--- src/rtl/audio_event_sequencer_pkg.sv ---
// rtl/audio_event_sequencer_pkg.sv - shared types and constants for the audio event sequencer
package audio_pkg;

   localparam int NUM_AUDIO_EVENTS    = 6;
   localparam int DEFAULT_TONE_CYCLES = 5_000_000;
   localparam int DEFAULT_GAP_CYCLES  = 250_000;

   // Index order doubles as priority order: lower index wins.
   typedef enum logic [2:0] {
      EV_KEY_ENTER  = 3'd0,
      EV_KEY_X      = 3'd1,
      EV_KEY_Y      = 3'd2,
      EV_HOLE_COL   = 3'd3,
      EV_BORDER_COL = 3'd4,
      EV_BALL_COL   = 3'd5
   } audio_event_e;

   typedef enum logic [1:0] {
      ST_IDLE = 2'd0,
      ST_PLAY = 2'd1,
      ST_GAP  = 2'd2
   } seq_state_e;

   function automatic logic [NUM_AUDIO_EVENTS-1:0] ev_onehot(audio_event_e idx);
      logic [NUM_AUDIO_EVENTS-1:0] v;
      v      = '0;
      v[idx] = 1'b1;
      return v;
   endfunction

endpackage

--- src/rtl/audio_event_sequencer_if.sv ---
// rtl/audio_event_sequencer_if.sv - event strobes, mute and tone request levels
interface audio_event_sequencer_if;

   logic keyEnterPulse;
   logic keyXPulse;
   logic keyYPulse;
   logic holeColPulse;
   logic borderColPulse;
   logic ballToBallColPulse;
   logic mute;

   logic keyEnterAudioRequest;
   logic keyXAudioRequest;
   logic keyYAudioRequest;
   logic holeColAudioRequest;
   logic borderColAudioRequest;
   logic ballToBallColAudioRequest;
   logic busy;

   modport master (
      output keyEnterPulse, keyXPulse, keyYPulse, holeColPulse, borderColPulse,
             ballToBallColPulse, mute,
      input  keyEnterAudioRequest, keyXAudioRequest, keyYAudioRequest,
             holeColAudioRequest, borderColAudioRequest, ballToBallColAudioRequest, busy
   );

   modport slave (
      input  keyEnterPulse, keyXPulse, keyYPulse, holeColPulse, borderColPulse,
             ballToBallColPulse, mute,
      output keyEnterAudioRequest, keyXAudioRequest, keyYAudioRequest,
             holeColAudioRequest, borderColAudioRequest, ballToBallColAudioRequest, busy
   );

endinterface

--- src/rtl/audio_event_sequencer_prio_enc.sv ---
// rtl/audio_event_sequencer_prio_enc.sv - fixed-priority selector, lowest pending index wins
module audio_req_prio_enc
   import audio_pkg::*;
(
   input  logic [NUM_AUDIO_EVENTS-1:0] i_pending,
   output logic                        o_valid,
   output audio_event_e                o_index
);

   always_comb begin
      o_valid = |i_pending;
      o_index = EV_KEY_ENTER;
      for (int i = NUM_AUDIO_EVENTS - 1; i >= 0; i--) begin
         if (i_pending[i]) begin
            o_index = audio_event_e'(3'(i));
         end
      end
   end

endmodule

--- src/rtl/audio_event_sequencer.sv ---
// rtl/audio_event_sequencer.sv - queues game sound events and plays them one tone at a time
module audio_event_sequencer
   import audio_pkg::*;
#(
   parameter int TONE_CYCLES = DEFAULT_TONE_CYCLES,
   parameter int GAP_CYCLES  = DEFAULT_GAP_CYCLES
) (
   input  logic                    clk,
   input  logic                    reset,
   audio_event_sequencer_if.slave  bus
);

   localparam int MAX_CYCLES = (TONE_CYCLES > GAP_CYCLES) ? TONE_CYCLES : GAP_CYCLES;
   localparam int CNT_W      = (MAX_CYCLES > 1) ? $clog2(MAX_CYCLES) : 1;
   localparam logic [CNT_W-1:0] TONE_LOAD = CNT_W'(TONE_CYCLES - 1);
   localparam logic [CNT_W-1:0] GAP_LOAD  = CNT_W'(GAP_CYCLES - 1);

   generate
      if (TONE_CYCLES < 1 || GAP_CYCLES < 1) begin : g_bad_cycles
         $error("audio_event_sequencer: TONE_CYCLES and GAP_CYCLES must be >= 1");
      end
   endgenerate

   logic [NUM_AUDIO_EVENTS-1:0] w_pulse;
   logic [NUM_AUDIO_EVENTS-1:0] w_clr;
   logic [NUM_AUDIO_EVENTS-1:0] r_pending;
   logic                        w_valid;
   audio_event_e                w_idx;
   logic                        w_start;

   seq_state_e                  r_state;
   logic [CNT_W-1:0]            r_cnt;
   audio_event_e                r_idx;
   logic [NUM_AUDIO_EVENTS-1:0] r_req;
   logic                        r_busy;

   assign w_pulse = {bus.ballToBallColPulse, bus.borderColPulse, bus.holeColPulse,
                     bus.keyYPulse, bus.keyXPulse, bus.keyEnterPulse};

   audio_req_prio_enc u_prio (
      .i_pending (r_pending),
      .o_valid   (w_valid),
      .o_index   (w_idx)
   );

   // A tone may start from IDLE, or straight out of an expiring GAP.
   assign w_start = w_valid && !bus.mute &&
                    ((r_state == ST_IDLE) || ((r_state == ST_GAP) && (r_cnt == '0)));
   assign w_clr   = w_start ? ev_onehot(w_idx) : '0;

   // Set wins over clear so a re-trigger in the start cycle queues another tone.
   always_ff @(posedge clk) begin
      if (reset) begin
         r_pending <= '0;
      end else if (bus.mute) begin
         r_pending <= '0;
      end else begin
         r_pending <= (r_pending & ~w_clr) | w_pulse;
      end
   end

   always_ff @(posedge clk) begin
      if (reset) begin
         r_state <= ST_IDLE;
         r_cnt   <= '0;
         r_idx   <= EV_KEY_ENTER;
         r_req   <= '0;
         r_busy  <= 1'b0;
      end else if (bus.mute) begin
         r_state <= ST_IDLE;
         r_cnt   <= '0;
         r_req   <= '0;
         r_busy  <= 1'b0;
      end else if (w_start) begin
         r_state <= ST_PLAY;
         r_cnt   <= TONE_LOAD;
         r_idx   <= w_idx;
         r_req   <= ev_onehot(w_idx);
         r_busy  <= 1'b1;
      end else begin
         case (r_state)
            ST_IDLE: begin
               r_req  <= '0;
               r_busy <= 1'b0;
            end
            ST_PLAY: begin
               if (r_cnt == '0) begin
                  r_state <= ST_GAP;
                  r_cnt   <= GAP_LOAD;
                  r_req   <= '0;
               end else begin
                  r_cnt <= r_cnt - 1'b1;
                  r_req <= ev_onehot(r_idx);
               end
               r_busy <= 1'b1;
            end
            ST_GAP: begin
               if (r_cnt == '0) begin
                  r_state <= ST_IDLE;
                  r_busy  <= 1'b0;
               end else begin
                  r_cnt  <= r_cnt - 1'b1;
                  r_busy <= 1'b1;
               end
               r_req <= '0;
            end
            default: begin
               r_state <= ST_IDLE;
               r_cnt   <= '0;
               r_req   <= '0;
               r_busy  <= 1'b0;
            end
         endcase
      end
   end

   assign bus.keyEnterAudioRequest      = r_req[EV_KEY_ENTER];
   assign bus.keyXAudioRequest          = r_req[EV_KEY_X];
   assign bus.keyYAudioRequest          = r_req[EV_KEY_Y];
   assign bus.holeColAudioRequest       = r_req[EV_HOLE_COL];
   assign bus.borderColAudioRequest     = r_req[EV_BORDER_COL];
   assign bus.ballToBallColAudioRequest = r_req[EV_BALL_COL];
   assign bus.busy                      = r_busy;

endmodule

--- src/flat_wrapper.sv ---
// flat-port wrapper written by rule: the top's interface ports become plain ports
module audio_event_sequencer_flat import audio_pkg::*;
#(
   parameter int TONE_CYCLES = DEFAULT_TONE_CYCLES,
   parameter int GAP_CYCLES  = DEFAULT_GAP_CYCLES
)
  (clk, reset, bus_keyEnterPulse, bus_keyXPulse, bus_keyYPulse, bus_holeColPulse, bus_borderColPulse, bus_ballToBallColPulse, bus_mute, bus_keyEnterAudioRequest, bus_keyXAudioRequest, bus_keyYAudioRequest, bus_holeColAudioRequest, bus_borderColAudioRequest, bus_ballToBallColAudioRequest, bus_busy);
  audio_event_sequencer_if bus_i ();
  input  logic clk;
  input  logic reset;
  input wire logic [$bits(bus_i.keyEnterPulse)-1:0] bus_keyEnterPulse;
  input wire logic [$bits(bus_i.keyXPulse)-1:0] bus_keyXPulse;
  input wire logic [$bits(bus_i.keyYPulse)-1:0] bus_keyYPulse;
  input wire logic [$bits(bus_i.holeColPulse)-1:0] bus_holeColPulse;
  input wire logic [$bits(bus_i.borderColPulse)-1:0] bus_borderColPulse;
  input wire logic [$bits(bus_i.ballToBallColPulse)-1:0] bus_ballToBallColPulse;
  input wire logic [$bits(bus_i.mute)-1:0] bus_mute;
  output wire logic [$bits(bus_i.keyEnterAudioRequest)-1:0] bus_keyEnterAudioRequest;
  output wire logic [$bits(bus_i.keyXAudioRequest)-1:0] bus_keyXAudioRequest;
  output wire logic [$bits(bus_i.keyYAudioRequest)-1:0] bus_keyYAudioRequest;
  output wire logic [$bits(bus_i.holeColAudioRequest)-1:0] bus_holeColAudioRequest;
  output wire logic [$bits(bus_i.borderColAudioRequest)-1:0] bus_borderColAudioRequest;
  output wire logic [$bits(bus_i.ballToBallColAudioRequest)-1:0] bus_ballToBallColAudioRequest;
  output wire logic [$bits(bus_i.busy)-1:0] bus_busy;
  assign bus_i.keyEnterPulse = bus_keyEnterPulse;
  assign bus_i.keyXPulse = bus_keyXPulse;
  assign bus_i.keyYPulse = bus_keyYPulse;
  assign bus_i.holeColPulse = bus_holeColPulse;
  assign bus_i.borderColPulse = bus_borderColPulse;
  assign bus_i.ballToBallColPulse = bus_ballToBallColPulse;
  assign bus_i.mute = bus_mute;
  assign bus_keyEnterAudioRequest = bus_i.keyEnterAudioRequest;
  assign bus_keyXAudioRequest = bus_i.keyXAudioRequest;
  assign bus_keyYAudioRequest = bus_i.keyYAudioRequest;
  assign bus_holeColAudioRequest = bus_i.holeColAudioRequest;
  assign bus_borderColAudioRequest = bus_i.borderColAudioRequest;
  assign bus_ballToBallColAudioRequest = bus_i.ballToBallColAudioRequest;
  assign bus_busy = bus_i.busy;
  audio_event_sequencer #(.TONE_CYCLES(TONE_CYCLES), .GAP_CYCLES(GAP_CYCLES)) u_core (.clk(clk), .reset(reset), .bus(bus_i));
endmodule
--- config.mk ---
export PLATFORM = sky130hd
export DESIGN_NAME = audio_event_sequencer_flat
export DESIGN_NICKNAME = d
export VERILOG_FILES = /design/src/rtl/audio_event_sequencer_pkg.sv /design/src/rtl/audio_event_sequencer_if.sv /design/src/rtl/audio_event_sequencer_prio_enc.sv /design/src/rtl/audio_event_sequencer.sv /design/src/flat_wrapper.sv
export SDC_FILE = /design/constraint.sdc
export NUM_CORES = 1
export LEC_CHECK = 0
export BUFFER_PORTS_ARGS = -buffer_cell sky130_fd_sc_hd__buf_2
export CAP_MARGIN = 5
export CORE_AREA = 2 2 84 86
export CTS_CLUSTER_DIAMETER = 200
export CTS_CLUSTER_SIZE = 25
export DETAILED_ROUTE_END_ITERATION = 8
export DIE_AREA = 0 0 86 88
export GPL_ROUTABILITY_DRIVEN = 0
export GPL_TIMING_DRIVEN = 0
export HOLD_SLACK_MARGIN = 0.12
export PLACE_DENSITY = 0.5
export SETUP_SLACK_MARGIN = 0.3
export SLEW_MARGIN = 15
export SYNTH_ARGS = -nofsm -noshare
export SYNTH_HDL_FRONTEND = slang
export SYNTH_SLANG_ARGS = --single-unit
--- constraint.sdc ---
create_clock -name clk -period 3.16 [get_ports clk]
set_clock_uncertainty 0.1 [all_clocks]
set_input_delay 0.158 -clock clk [delete_from_list [all_inputs] [get_ports clk]]
set_output_delay 0.158 -clock clk [all_outputs]
set_load 0.02 [all_outputs]
---- Word-level counts from Yosys, hierarchy flattened ----
Cells that the tools add are included.
word-level totals
  register bits after elaboration ......... 41
  input port bits ......................... 9
  logic and storage cells ................. 69
operators by class
  $add $sub $neg .......................... 1
  order comparisons ....................... 4
  equality and inequality tests ........... 9
  multiplexer cells ....................... 25
  bitwise logic cells ..................... 5
  reduce and logical (&&, ||, !) cells .... 17
operator list
  operator                                                           number
  2-to-1 mux 23 bit                                                  3
  case mux 23 bit (3 select lines)                                   1
  2-to-1 mux 6 bit                                                   4
  zero test 23 bit                                                   1
  subtractor 23 x 1 -> 23 bit, second input constant                 1
  2-to-1 mux 3 bit                                                   6
  < comparator 3 x 4 -> 1 bit, second input constant                 2
  bitwise AND 6 bit                                                  1
  demux 1 bit (select 3 bit)                                         2
  greater-or-equal comparator 3 x 1 -> 1 bit, second input constant  2
  != test 3 x 2 -> 1 bit, second input constant                      2
  inverter 6 bit                                                     1
  OR 6 bit                                                           1
  case mux 2 bit (3 select lines)                                    1
  AND reduction 2 bit                                                3
  AND reduction 3 bit                                                2
  OR reduction 6 bit                                                 1
  logical AND 1 bit                                                  5
  2-to-1 mux 1 bit                                                   5
  2-to-1 mux 2 bit                                                   2
  != test 2 x 1 -> 1 bit, second input constant                      2
  != test 2 bit, second input constant                               2
  != test 3 x 1 -> 1 bit, second input constant                      1
  OR reduction 3 bit                                                 1
  other kinds (8)                                                    9

---- Logic depth before layout (Yosys ltp) ----
Gate-level depths: netlist (run 1).
  word-level depth ........................ 14
  mapped depth ............................ 9
  mapped depth without buffers ............ 7

---- Modules after synthesis ----
A second synthesis (run 1) with hierarchy kept.
unflattened totals
  cells, all modules ...................... 285
  area, all modules ....................... 2,296.0 um^2
by module, submodules not included
  module                 instances  cells each  area each (um^2)  sequential area each (um^2)
  audio_event_sequencer  1          275         2,243.4           820.8
  audio_req_prio_enc     1          10          52.6              0.0

---- Worst setup path after synthesis (run 1) ----
OpenSTA, ideal clock, no wires.
  path type ............................... register to register
  start point ............................. reg u_core.r_cnt[4]
  end point ............................... reg u_core.r_pending[3]
  data arrival time ....................... 1,990 ps
  data required time ...................... 2,941 ps
  slack ................................... 951 ps
  cell stages (with the launch flop) ...... 9
  clock period less this slack ............ 2,209 ps
  path through ............................ dfxtp_1 > buf_6 > nor4_2 > and4b_1 > buf_4 > a21oi_2 > or3_1 > buf_2 > o221a_2
between the ends
  cells in the longest elaborated chain, start to end .. 8
RTL lines
  item                      line                          text
  start: declaration        audio_event_sequencer.sv:32   logic [CNT_W-1:0] r_cnt;
  start signal: assignment  audio_event_sequencer.sv:92   r_cnt <= r_cnt - 1'b1;
  start signal: assignment  audio_event_sequencer.sv:102  r_cnt <= r_cnt - 1'b1;
  zero test 23 bit          audio_event_sequencer.sv:48   ((r_state == ST_IDLE) || ((r_state == ST_GAP) && (r_cnt == '0)));
  logical AND 1 bit         audio_event_sequencer.sv:48
  logical OR 1 bit          audio_event_sequencer.sv:48
  logical AND 1 bit         audio_event_sequencer.sv:47   assign w_start = w_valid && !bus.mute &&
  2-to-1 mux 6 bit          audio_event_sequencer.sv:49   assign w_clr = w_start ? ev_onehot(w_idx) : '0;
  inverter 6 bit            audio_event_sequencer.sv:58   r_pending <= (r_pending & ~w_clr) | w_pulse;
  bitwise AND 6 bit         audio_event_sequencer.sv:58
  OR 6 bit                  audio_event_sequencer.sv:58
  end signal: assignment    audio_event_sequencer.sv:58
  end: declaration          audio_event_sequencer.sv:26   logic [NUM_AUDIO_EVENTS-1:0] r_pending;
Every way passes these cells.
A chain may end at the register's enable or synchronous reset.

---- Worst setup path after layout (run 1) ----
  start point ............................. reg u_core.r_cnt[4]
  end point ............................... reg u_core.r_cnt[14]
between the ends
  cells in the longest elaborated chain, start to end .. 6
  elaborated cells on any way between the ends .. 12
  those cells by class .................... 1 x add/sub; 2 x eq/ne; 4 x mux; 5 x reduce/logical
RTL lines
  item
  parallel branches: the longest is 6 deep, another holds subtractor 23 x 1 -> 23 bit
Parallel ways; which one is timed is not known. The select of a mux whose other input is x is not followed.

==> results of run 1 <==
==> worst max-delay path, cell delays in order (launching register included) <==
cell      delay [ps]
dfxtp_1          310
buf_6            130
nor4_2           510
nand4b_1         460
o21ai_4          440
buf_2            290
nand2_1          170
a31oi_1          180
==> cells by family after synthesis <==
kind of cell | Yosys count | share of synthesized area, %
compound gates | 102 | 27.0
mux | 2 | 0.874
buf+inv | 27 | 5.57
simple gates | 106 | 26.5
fa+ha+maj | 5 | 2.73
xor+xnor | 4 | 1.53
flops | 41 | 35.8
==> registers in the layout (all words and copies together), names as in the netlist <==
| signal | flops |
|---|---|
| u_core.r_cnt | 23 |
| u_core.r_idx | 3 |
| u_core.r_state | 2 |
| u_core.bus.busy | 1 |
| u_core.r_pending | 6 |
| u_core.r_req | 6 |
==> cells in the mapped netlist, types with 2 or more instances <==
cell	number
a32oi_1	3
o211ai_1	2
nor3_1	11
o32ai_1	3
or4_1	3
nand3_1	9
o21a_1	2
a21oi_1	30
nor4b_1	2
nor2_1	22
nand2b_1	4
o31ai_1	3
and2_1	3
nand3b_1	2
nand4b_1	4
xor2_1	2
buf_4	4
inv_1	12
mux2i_1	2
dfxtp_1	41
xnor2_1	2
or3_1	4
nor4_1	5
nor4_2	3
o22ai_1	6
clkbuf_1	7
nand4_1	5
ha_1	5
buf_2	3
a31oi_1	8
nand2_1	19
o21ai_0	31
==> worst max-delay path by stage <==
| stage | from | endpoint | slack [ps] |
|---|---|---|---|
| after floorplan | u_core.r_cnt[4]$_SDFFE_PP0P_ | u_core.r_pending[3]$_SDFF_PP0_ | 950 |
| after global placement | u_core.r_cnt[4]$_SDFFE_PP0P_ | u_core.bus.busy$_SDFF_PP0_ | 410 |
| after detailed placement | u_core.r_cnt[4]$_SDFFE_PP0P_ | u_core.r_cnt[14]$_SDFFE_PP0P_ | 470 |
| after CTS | u_core.r_cnt[4]$_SDFFE_PP0P_ | u_core.r_cnt[14]$_SDFFE_PP0P_ | 450 |
| after global routing | u_core.r_cnt[4]$_SDFFE_PP0P_ | u_core.r_cnt[14]$_SDFFE_PP0P_ | 310 |
| final | u_core.r_cnt[4]$_SDFFE_PP0P_ | u_core.r_cnt[14]$_SDFFE_PP0P_ | 480 |
==> power breakdown <==
group / total, mW / leakage [nW] / internal (mW) / switching [mW]
Sequential: 0.551 / 0.333 / 0.534 / 0.0178
Clock: 0.415 / 0.0540 / 0.230 / 0.185
Combinational: 0.276 / 0.559 / 0.0979 / 0.178
Total: 1.24 / 0.946 / 0.862 / 0.381
==> layer usage <==
metal | track usage [%] | wire length (µm) | up-vias
li1 | - | - | 1133
met1 | 24.2 | 3090 | 1083
met2 | 30.4 | 3100 | 77
met3 | 3.68 | 392 | 9
met4 | 4.91 | 65 | 0
met5 | 0 | 0 | -
==> repair_timing <==
item,in CTS,in global routing
hold buffers,7,0
buffers inserted,0,0
setup endpoints to repair,0,8
gates resized for setup,0,1
endpoints found under the hold margin,9,0
==> cell type report <==
cell class,count,area [µm²]
fillers,690,4000
multi-input cells,219,1350
flip-flops and latches,41,821
repair buffers,22,145
well taps,80,100
plain buffers,15,82.6
clock buffers,5,68.8
inverters,12,45.0
clock inverters,2,35.0
==> reports/results.ini, run 1 <==
[logic_synthesis]
ys_ff_latch=41
syn_avg_cell_area_um2=7.98
synth_warnings=0
synth_nets=301
synthesis.area_mm2=0.00229
postSynthCellCount=287
synthArstFlopShare_pct=0
synth_edf_count=0
synth_top_area_share_pct=35.8
ys.flop_type=dfxtp_1
yosysSeqAreaShare_pct=35.8
synth_area_leader_cell=dfxtp_1
synth.distinct_cells=57
synth.area.top_cells=dfxtp_1, o21ai_0, a21oi_1

[detailed_routing]
drc=0
drt_iter0_markers=185
ant_nets=0
avgViaCountPerCell=5.81
wirelength_um=6640
dr.pass1.iters=5
wire_per_inst_um=16.8
vias=2302

[grt]
grt_pass1_vias=2106
grt.total_usage_pct=18.3
grt_pass1_wl_um=10800
grt_max_degree=13
antenna_found_initial=0
overflow=0

[placement]
dp_cells=382
place_area_mm2=0.00247
port-buffer-count=15
dpl.hpwl_um=4690
pre_cts_ws_ps=472

[clock_tree]
cts_buffer_depth=2
cts_tree=yes
clk_latency_ps=290
clk_pin_slew_ps=80
cts.sinks=41
root_buffer=clkbuf_8
cts_buffers=5
cts_max_level=2

[floorplanning]
ioPinCount=16
start_util_pct=34.5
rows=30
die_x_um=86
die_area_mm2=0.00757
core_mm2=0.00664
die_h_um=88

[cells_and_area]
layout.nets=330
n_antenna_cell=0
final_common_cell=dfxtp_1
layoutNonFillerInstCount=396
area_growth_pct=15.6
drive_gt1_share_pct=13.6
final_cell_area_mm2=0.00265
layout_common_cells=dfxtp_1, o21ai_0, a21oi_1
fin_util_pct=39.8

[timing]
finalHoldViolCount=0
max_slew.worst_pin.slew_ps=1000
slew_headroom_pct=32.6
layout_setup_ws_ps=482
finalSetupViolCount=0
fin_crit_ps=2680
rsz0062_at_grt=false
whs_ps=239
drv_slew=0
max_freq_mhz=373
finalSetupTns_ps=0
min_period_over_period_pct=84.7

[worst_setup_path]
critical_path_class=flip-flop to flip-flop
critPathCaptureType=flip-flop
critPathLaunchType=flip-flop
rrSetupSlack_ps=480
worstPathArrival_ps=2790
path_max_fanout=10
r2r-start=u_core.r_cnt[4]$_SDFFE_PP0P_
crit_required_ps=3280
reg2reg_to=u_core.r_cnt[14]$_SDFFE_PP0P_
r2r_cells=7

[power_and_ir_drop]
total_power_mw=1.24
ir_drop_mv=0.259
power_density_mw_per_mm2=469
leakage_nw=0.946

[min_path]
hold_path.class=input pin to flip-flop
min_to=u_core.r_cnt[21]$_SDFFE_PP0P_
hold_path_depth=4
hp-start=bus_mute

[job]
drv_cap=0

[status]
outcome=complete, no violations

Note: power is estimated with default switching activity, not from simulation.
==> inputs of run 2 (changes only) <==
Settings changed: PLACE_DENSITY 0.5 to 0.52.
Clock period 3.16 ns to 2.2 ns, I/O delays scaled along.
==> run 2 against run 1 <==
Effect of this change: critical path depth up 2; die area is the same; cell area is 32% higher; first-iteration DRC count is 16% higher; setup slack got worse by 430 ps; hold slack got worse by 93 ps; sequential share of layout area decreased by 6.9 points; register-to-register slack got worse by 430 ps; clock power rose by 70%; utilization up 13 points; combinational power up 140%.
==> reports/results.ini, run 2 (synthesis gave the netlist of run 1 again) <==
[status]
outcome=complete, no violations

[min_path]
hold_path.class=input pin to flip-flop
min_to=u_core.r_req[4]$_SDFF_PP0_
hold_path_depth=4  ; unchanged
hp-start=bus_mute

[power_and_ir_drop]
clkPwrFrac_pct=32.6  ; -0.8 points
p_int_mw=1.47  ; +71%
power_density_mw_per_mm2=619  ; +32%
p_comb_share_pct=30.4  ; +8.2 points
ir_drop_mv=0.267  ; +2.9%
power_switching_share_pct=32.0  ; +1.3 points
net-switching-power_uw=691  ; +81%
total_power_mw=2.16  ; +74%
leakage_nw=1.29  ; +36%
seq_power_share_pct=36.9  ; -7.5 points

[placement]
dpl.hpwl_um=4780  ; +1.9%
dp_cells=382  ; unchanged
port-buffer-count=15  ; unchanged

[worst_setup_path]
rrSetupSlack_ps=60  ; -430 ps
reg2reg_to=u_core.r_cnt[13]$_SDFFE_PP0P_
slowest_stage=nor4_4
critPathCaptureType=flip-flop
r2r_cells=9  ; +2
crit_required_ps=2270  ; -1010 ps
critical_path_class=flip-flop to flip-flop
path_max_fanout=6  ; -4
critPathLaunchType=flip-flop
r2r-start=u_core.r_cnt[16]$_SDFFE_PP0P_
path_cells=nor4_4 > and4b_1 > buf_6 > buf_6 > buf_12 > a21oi_4 > buf_6 > a21oi_4 > nor3_2
worstPathArrival_ps=2220  ; -570 ps
cpPeakStageDelay_ps=390  ; -120 ps
cpMostUsedCell=buf_6

[timing]
min_period_over_period_pct=97.5  ; +13 points
max_slew.worst_pin.slew_ps=948  ; -53.9 ps
drv_slew=0  ; unchanged
max_freq_mhz=466  ; +25%
finalSetupViolCount=0  ; unchanged
rsz0062_at_grt=true
slew_headroom_pct=36.6  ; +4.0 points
finalHoldViolCount=0  ; unchanged
fin_crit_ps=2140  ; -533 ps

[floorplanning]
die_h_um=88  ; unchanged
die_area_mm2=0.00757  ; unchanged
rows=30  ; unchanged
ioPinCount=16  ; unchanged
die_x_um=86  ; unchanged
start_util_pct=34.5  ; unchanged
core_mm2=0.00664  ; unchanged

[cells_and_area]
layout.nets=367  ; +11%
seq_area_um2=842  ; +2.6%
area_growth_pct=52.3
layoutNonFillerInstCount=434  ; +9.6%
final_common_cell=dfxtp_1
reg_top3=u_core.r_cnt: 23 flops, u_core.r_pending: 6 flops, u_core.r_req: 6 flops
fill_cells=598  ; -13%
largest_reg_flops=23  ; unchanged
n_antenna_cell=0  ; unchanged
fin_util_pct=52.5  ; +13 points
top_register=u_core.r_cnt
multi_input_area_mm2=0.00172  ; +28%
drive_gt1_share_pct=42.9  ; +29 points
layout_common_cells=dfxtp_1, buf_4, nor2_1, a21oi_1, buf_6

[clock_tree]
cts_buffers=5  ; unchanged
cts.sinks=41  ; unchanged
clk_pin_slew_ps=100  ; +20 ps
clk_latency_ps=320  ; +30 ps
cts_buffer_depth=2  ; unchanged
root_buffer=clkbuf_8
cts_max_level=2  ; unchanged
cts_tree=yes

[detailed_routing]
avgViaCountPerCell=5.90  ; +1.4%
ant_nets=0  ; unchanged
drt_iter0_markers=215  ; +16%
dr.pass1.iters=5  ; unchanged
wire_per_inst_um=18.1  ; +7.7%
vias=2559  ; +11%
drc=0  ; unchanged
wirelength_um=7840  ; +18%

[grt]
grt.total_usage_pct=20.6  ; +2.4 points
grt_max_degree=14  ; +1
grt_pass1_vias=2347  ; +11%
antenna_found_initial=0  ; unchanged
grt_pass1_wl_um=12100  ; +12%
overflow=0  ; unchanged

[job]
drv_cap=0  ; unchanged

==> run 2: routing by layer <==
metal | track usage [%] | share of wire [%]
met1 | 26.9 | 45
met5 | 0 | 0
met4 | 7.79 | 1.6
met2 | 33.0 | 48
met3 | 5.28 | 5.5
==> run 2: what timing repair did <==
item                                   4_1_cts  5_1_grt
setup endpoints to repair                   38       41
gates resized for setup                     53       77
pin swaps                                   16       28
hold buffers                                 7        0
endpoints found under the hold margin        9        0
setup buffers                               18       17
gates cloned                                 2        0
==> run 2: power groups by stage <==
stage | Combinational, mW | Clock, mW | Sequential (mW)
2_1_floorplan | 0.287 | 0 | 0.809
3_3_place_gp | 0.394 | 0 | 0.812
3_5_place_dp | 0.392 | 0 | 0.812
4_1_cts | 0.512 | 0.711 | 0.794
5_1_grt | 0.701 | 0.747 | 0.802
6_report | 0.657 | 0.705 | 0.798
==> run 2: worst max-delay path by stage <==
stage,start,to,slack [ps],cells after the start
3_5_place_dp,u_core.r_state[0]$_SDFFE_PP0P_,u_core.r_cnt[13]$_SDFFE_PP0P_,-320,9
2_1_floorplan,u_core.r_cnt[4]$_SDFFE_PP0P_,u_core.r_cnt[21]$_SDFFE_PP0P_,130,6
3_3_place_gp,u_core.r_state[0]$_SDFFE_PP0P_,u_core.r_cnt[13]$_SDFFE_PP0P_,-320,9
4_1_cts,u_core.r_cnt[4]$_SDFFE_PP0P_,u_core.r_pending[5]$_SDFF_PP0_,50,8
6_report,u_core.r_cnt[16]$_SDFFE_PP0P_,u_core.r_cnt[13]$_SDFFE_PP0P_,60,9
5_1_grt,u_core.r_cnt[5]$_SDFFE_PP0P_,u_core.r_pending[4]$_SDFF_PP0_,-10,9
==> run 2: stage by stage <==
stage          hold slack [ps]  worst slack, ps  area, µm²  setup TNS (ps)
2_1_floorplan             79.1              128       2370               0
3_3_place_gp               236             -323       2540           -6020
3_5_place_dp               236             -317       2540           -6580
4_1_cts                    157             54.7       3070               0
5_1_grt                    169            -11.8       3490           -22.7
6_report                   147             56.0       3490               0
==> run 2: final cells by class <==
| cell class | instances | share of cell area (%) |
|---|---|---|
| Timing Repair Buffer | 59 | 14.6 |
| Inverter | 12 | 1.36 |
| Buffer | 15 | 3.95 |
| Multi-Input combinational cell | 219 | 49.4 |
| Clock inverter | 2 | 1.00 |
| Clock buffer | 6 | 2.69 |
| Sequential cell | 41 | 24.1 |
| Tap cell | 80 | 2.87 |
==> run 2: worst max-delay path, delay by kind of cell (launching register included) <==
| kind | cells | cell delay, ps |
|---|---|---|
| buf+inv | 4 | 480 |
| simple gates | 3 | 780 |
| compound gates | 2 | 280 |
| flops | 1 | 380 |
